$ cat src/rtl/hilo_div_ctrl.sv
// hilo_div_ctrl: multi-cycle restoring divider sequencer for the EX stage.
// It captures the operands on start, runs one restoring step per cycle, and
// presents {remainder, quotient} for the HI/LO write path. It holds a stall
// request while the division runs. Annul abandons the operation.
module hilo_div_ctrl #(
    parameter int DATA_WIDTH = 32
) (
    input  logic                      clk,
    input  logic                      rst_n,
    input  logic                      start_in,
    input  logic                      annul_in,
    input  logic                      signed_in,
    input  logic [DATA_WIDTH-1:0]     dividend_in,
    input  logic [DATA_WIDTH-1:0]     divisor_in,
    output logic [2*DATA_WIDTH-1:0]   result_out,
    output logic                      ready_out,
    output logic                      stall_req_out
);

    localparam int CW = $clog2(DATA_WIDTH);
    localparam logic [CW-1:0] LAST_STEP = CW'(DATA_WIDTH - 1);

    typedef enum logic [1:0] {
        IDLE     = 2'd0,
        DIV_ZERO = 2'd1,
        DIV_ON   = 2'd2,
        DIV_END  = 2'd3
    } state_t;

    state_t                     state_q;
    logic [CW-1:0]              cnt_q;
    logic [DATA_WIDTH-1:0]      dvd_q;      // dividend magnitude, shifted out MSB first
    logic [DATA_WIDTH-1:0]      dsr_q;      // divisor magnitude
    logic [DATA_WIDTH-1:0]      rem_q;      // partial remainder
    logic [DATA_WIDTH-1:0]      quot_q;     // quotient bits collected so far
    logic                       qneg_q;     // quotient must be negated at the end
    logic                       dneg_q;     // dividend was negative (remainder sign)
    logic [2*DATA_WIDTH-1:0]    result_q;
    logic                       ready_q;

    // Operand preparation: magnitudes and sign flags for the capture cycle
    logic                       a_neg;
    logic                       b_neg;
    logic [DATA_WIDTH-1:0]      a_mag;
    logic [DATA_WIDTH-1:0]      b_mag;

    // Restoring step datapath
    logic [DATA_WIDTH:0]        window;
    logic [DATA_WIDTH:0]        trial;
    logic                       qbit;
    logic [DATA_WIDTH-1:0]      rem_d;
    logic [DATA_WIDTH-1:0]      quot_d;
    logic [DATA_WIDTH-1:0]      quot_fix;
    logic [DATA_WIDTH-1:0]      rem_fix;

    logic                       accept;

    // Capture-time sign handling: negative signed operands become magnitudes
    always_comb begin
        a_neg = signed_in & dividend_in[DATA_WIDTH-1];
        b_neg = signed_in & divisor_in[DATA_WIDTH-1];
        a_mag = a_neg ? (DATA_WIDTH'(0) - dividend_in) : dividend_in;
        b_mag = b_neg ? (DATA_WIDTH'(0) - divisor_in)  : divisor_in;
    end

    // One restoring step. Because the partial remainder is always below the
    // divisor, the trial difference fits in DATA_WIDTH+1 bits with its MSB as sign.
    always_comb begin
        window   = {rem_q, dvd_q[DATA_WIDTH-1]};
        trial    = window - {1'b0, dsr_q};
        qbit     = ~trial[DATA_WIDTH];
        rem_d    = qbit ? trial[DATA_WIDTH-1:0] : window[DATA_WIDTH-1:0];
        quot_d   = {quot_q[DATA_WIDTH-2:0], qbit};
        quot_fix = qneg_q ? (DATA_WIDTH'(0) - quot_d) : quot_d;
        rem_fix  = dneg_q ? (DATA_WIDTH'(0) - rem_d)  : rem_d;
    end

    assign accept = start_in & ~annul_in;

    // Stall request: EX is held from the accepting cycle through the last busy cycle
    always_comb begin
        stall_req_out = 1'b0;
        case (state_q)
            IDLE:     stall_req_out = accept;
            DIV_ZERO: stall_req_out = 1'b1;
            DIV_ON:   stall_req_out = 1'b1;
            default:  stall_req_out = 1'b0;
        endcase
    end

    assign result_out = result_q;
    assign ready_out  = ready_q;

    // Sequencer FSM with registered result and ready
    always_ff @(posedge clk or negedge rst_n) begin
        if (!rst_n) begin
            state_q  <= IDLE;
            cnt_q    <= '0;
            dvd_q    <= '0;
            dsr_q    <= '0;
            rem_q    <= '0;
            quot_q   <= '0;
            qneg_q   <= 1'b0;
            dneg_q   <= 1'b0;
            result_q <= '0;
            ready_q  <= 1'b0;
        end else if (annul_in) begin
            // Flush wins in every state; any result is discarded.
            state_q  <= IDLE;
            cnt_q    <= '0;
            result_q <= '0;
            ready_q  <= 1'b0;
        end else begin
            case (state_q)
                IDLE: begin
                    result_q <= '0;
                    ready_q  <= 1'b0;
                    if (start_in) begin
                        dvd_q  <= a_mag;
                        dsr_q  <= b_mag;
                        rem_q  <= '0;
                        quot_q <= '0;
                        cnt_q  <= '0;
                        qneg_q <= a_neg ^ b_neg;
                        dneg_q <= a_neg;
                        if (divisor_in == '0) begin
                            state_q <= DIV_ZERO;
                        end else begin
                            state_q <= DIV_ON;
                        end
                    end
                end
                DIV_ZERO: begin
                    result_q <= '0;
                    ready_q  <= 1'b1;
                    state_q  <= DIV_END;
                end
                DIV_ON: begin
                    rem_q  <= rem_d;
                    quot_q <= quot_d;
                    dvd_q  <= {dvd_q[DATA_WIDTH-2:0], 1'b0};
                    cnt_q  <= cnt_q + 1'b1;
                    if (cnt_q == LAST_STEP) begin
                        result_q <= {rem_fix, quot_fix};
                        ready_q  <= 1'b1;
                        state_q  <= DIV_END;
                    end
                end
                DIV_END: begin
                    // Result is held until EX drops its request.
                    if (!start_in) begin
                        state_q  <= IDLE;
                        result_q <= '0;
                        ready_q  <= 1'b0;
                    end
                end
                default: begin
                    state_q  <= IDLE;
                    result_q <= '0;
                    ready_q  <= 1'b0;
                end
            endcase
        end
    end

endmodule

$ cat config.mk
export PLATFORM = sky130hd
export DESIGN_NAME = hilo_div_ctrl
export DESIGN_NICKNAME = d
export VERILOG_FILES = /design/src/rtl/hilo_div_ctrl.sv
export SDC_FILE = /design/constraint.sdc
export NUM_CORES = 1
export LEC_CHECK = 0
export ABC_CLOCK_PERIOD_IN_PS = 7000
export CORE_MARGIN = 1.5
export CORE_UTILIZATION = 58
export CTS_CLUSTER_SIZE = 14
export DETAILED_ROUTE_END_ITERATION = 7
export PLACE_DENSITY = 0.91
export SETUP_SLACK_MARGIN = 0.15
export SLEW_MARGIN = 20
export SYNTH_ARGS = -nofsm -noshare
export SYNTH_HDL_FRONTEND = slang
export SYNTH_SLANG_ARGS = --single-unit
export TNS_END_PERCENT = 20
$ cat constraint.sdc
create_clock -name clk -period 7 [get_ports clk]
set_input_delay 1.4 -clock clk [delete_from_list [all_inputs] [get_ports clk]]
set_output_delay 1.4 -clock clk [all_outputs]
set_load 0.02 [all_outputs]
==> flow_summary.yaml <==
die:
  die_width_um: 154
  io_pins: 135
  core_area_um2: 22500
  die_area_um2: 23800
  rows: 55
  initial_core_util: 0.589
  die_h_um: 154
cells_and_area:
  layout_common_cells: "nand2_1, dfrtp_1, o21ai_0"
  final_common_cell: "nand2_1"
  fillCellCount: 1727
  drive_above_1_share: 0.0494
  nNetsFinal: 1795
  multi_input_comb_area_um2: 7670
  syn2layout_area_growth_pct: 16.9
  seqCellArea_um2: 5030
  diodes: 0
timing:
  rsz0062_at_grt: "no"
  drv_slew: 0
  tightest_slew_ns: 1.22
  final-hold-violation-count: 0
  skew_ns: 0.0170
  period_share: 0.850
  fin_crit_ns: 5.95
  setup_viol: 0
  relSlewSlack: 0.186
  whs_ns: 0.471
  max_freq_mhz: 168
  setup_tns_ns: 0
routing:
  antenna_left: 0
  wire_per_inst_um: 18.1
  vias: 12552
  finalWirelength_um: 35900
  drtIter0Drc: 1366
  dr.pass1.iters: 7
  remaining_drc_errors: 0
  viasPerCell: 6.33
grt:
  antenna_found_initial: 0
  grt_max_degree: 95
  overflow: 0
  grt_pass1_vias: 11581
  grt_usage: 0.301
  grt_pass1_wl_um: 58800
outcome:
  status: "complete, no violations"
yosys:
  yosysUniqueCellTypes: 84
  ys_warn_count: 0
  synth_area_per_cell_um2: 8.24
  synth_top_area_frac: 0.379
  synth_edf_count: 0
  synthesis.area_um2: 13300
  synthTopCellsByArea: "dfrtp_1, nand2_1, o21ai_0, xnor2_1, xor2_1"
  yosysTopAreaCell: "dfrtp_1"
  syn_nets: 1721
  ys_seq_elements: 201
  ys_seq_area_frac: 0.379
  ys.flop_type: "dfrtp_1"
  synthCells: 1609
  async_flop_share: 1.00
clocking:
  cts_max_path_buffers: 3
  clk_latency_ns: 0.53
  ctsHoldBuffers: 0
  ctsResizeCount: 0
  cts_root_buf: "clkbuf_16"
  post_cts_buffers: 0
  clkTransAtPathRegs_ns: 0.06
  htreeDepth: 1
  cts_tree: "built"
  clock_sinks: 201
  cts_buffers: 22
worst_setup_path:
  crit_family: "compound AO/OA/AOI/OAI gates"
  worstPathRequired_ns: 7.38
  critPathCaptureType: "register"
  cp-start-kind: "register"
  cp_slowest_cell: "a21oi_1"
  critPathMaxStageDelay_ns: 0.98
  critical_path_buf_inv_count: 1
  crit_chain: "ha_1, o211ai_1, o211ai_1, a311o_1, nand3_1, a21oi_1, nor2_2, inv_2, mux2i_1, ha_1, nand2_1, a211oi_1, nand4_1, nor3_1, a31oi_1, nor3_1, nand3_1, mux2i_1, or3_1"
  path_max_fanout: 13
  critical_path_class: "reg -> reg"
  cp.arrival_ns: 6.34
place:
  portBuffers: 134
  gp_congestion: 0.945
  hpwl_um: 25500
min_path:
  hold_path.class: "reg -> reg"
run:
  cap_violations: 0
final timing paths:
check / start / to / slack (ns) / depth (start not counted)
setup / recovery: rem_q[4] / result_out[60] / 1.05 / 19
hold / removal: dvd_q[25] / dvd_q[25] / 0.47 / 2
setup reg to reg: rem_q[4] / result_out[60] / 1.05 / 19
hold reg to reg: dvd_q[25] / dvd_q[25] / 0.47 / 2
max in group asynchronous: rst_n / rem_q[2] / 4.82 / 2
min in group asynchronous: rst_n / result_out[20] / 0.91 / 1
synthesized netlist by cell type, types with 17 or more instances:
| cell type | instances |
|---|---|
| a21oi_1 | 98 |
| nor3_1 | 28 |
| mux2i_1 | 26 |
| inv_1 | 56 |
| xnor2_1 | 68 |
| dfrtp_1 | 201 |
| nand2_1 | 281 |
| nor4_1 | 17 |
| nand4_1 | 18 |
| nand3_1 | 46 |
| or3_1 | 18 |
| ha_1 | 42 |
| clkbuf_1 | 70 |
| o21ai_0 | 189 |
| nor2_1 | 92 |
| o31ai_1 | 26 |
| xor2_1 | 68 |
tightest hold or removal path, cell delays in order (launching register included):
cell and delay [ns]:
dfrtp_1 0.33, nand2_1 0.04, o21ai_0 0.06
layout make-up:
cell class              instances  share of cell area
clock inverters                 9             0.00888
flip-flops and latches        201               0.325
clock buffers                  31              0.0429
multi-input cells            1256               0.495
inverters                      57              0.0138
repair buffers                145              0.0921
well taps                     285              0.0230
flip-flops by register name, indices dropped and copies added (netlist names):
name	flops
state_q	2
dneg_q	1
rem_q	32
quot_q	31
cnt_q	5
ready_out	1
result_out	64
qneg_q	1
dvd_q	32
dsr_q	32
kinds of logic after synthesis:
family | Yosys count | share of synthesized area
flops | 201 | 0.379
fa+ha+maj | 43 | 0.0412
compound gates | 473 | 0.220
xor+xnor | 136 | 0.0899
mux | 29 | 0.0222
simple gates | 575 | 0.203
buf+inv | 152 | 0.0440
through the flow:
stage	cells	util	cell area [um2]	setup WS, ns
CTS	1984	0.688	15500	1.30
detailed placement	1944	0.653	14700	1.37
global placement	1944	0.653	14700	1.66
global route	1984	0.689	15500	0.886
finish	1984	0.689	15500	1.05
floorplan	1609	-	13300	1.58
routing by layer:
| metal | global-route usage | vias to the layer above | routed length (um) |
|---|---|---|---|
| li1 | - | 5865 | - |
| met1 | 0.431 | 5989 | 15200 |
| met2 | 0.478 | 626 | 16500 |
| met3 | 0.0426 | 72 | 3390 |
| met4 | 0.0800 | 0 | 758 |
| met5 | 0 | - | 0 |
Power is not shown: default switching activity piles up to over one toggle a cycle in this logic, so the estimate is an artifact.
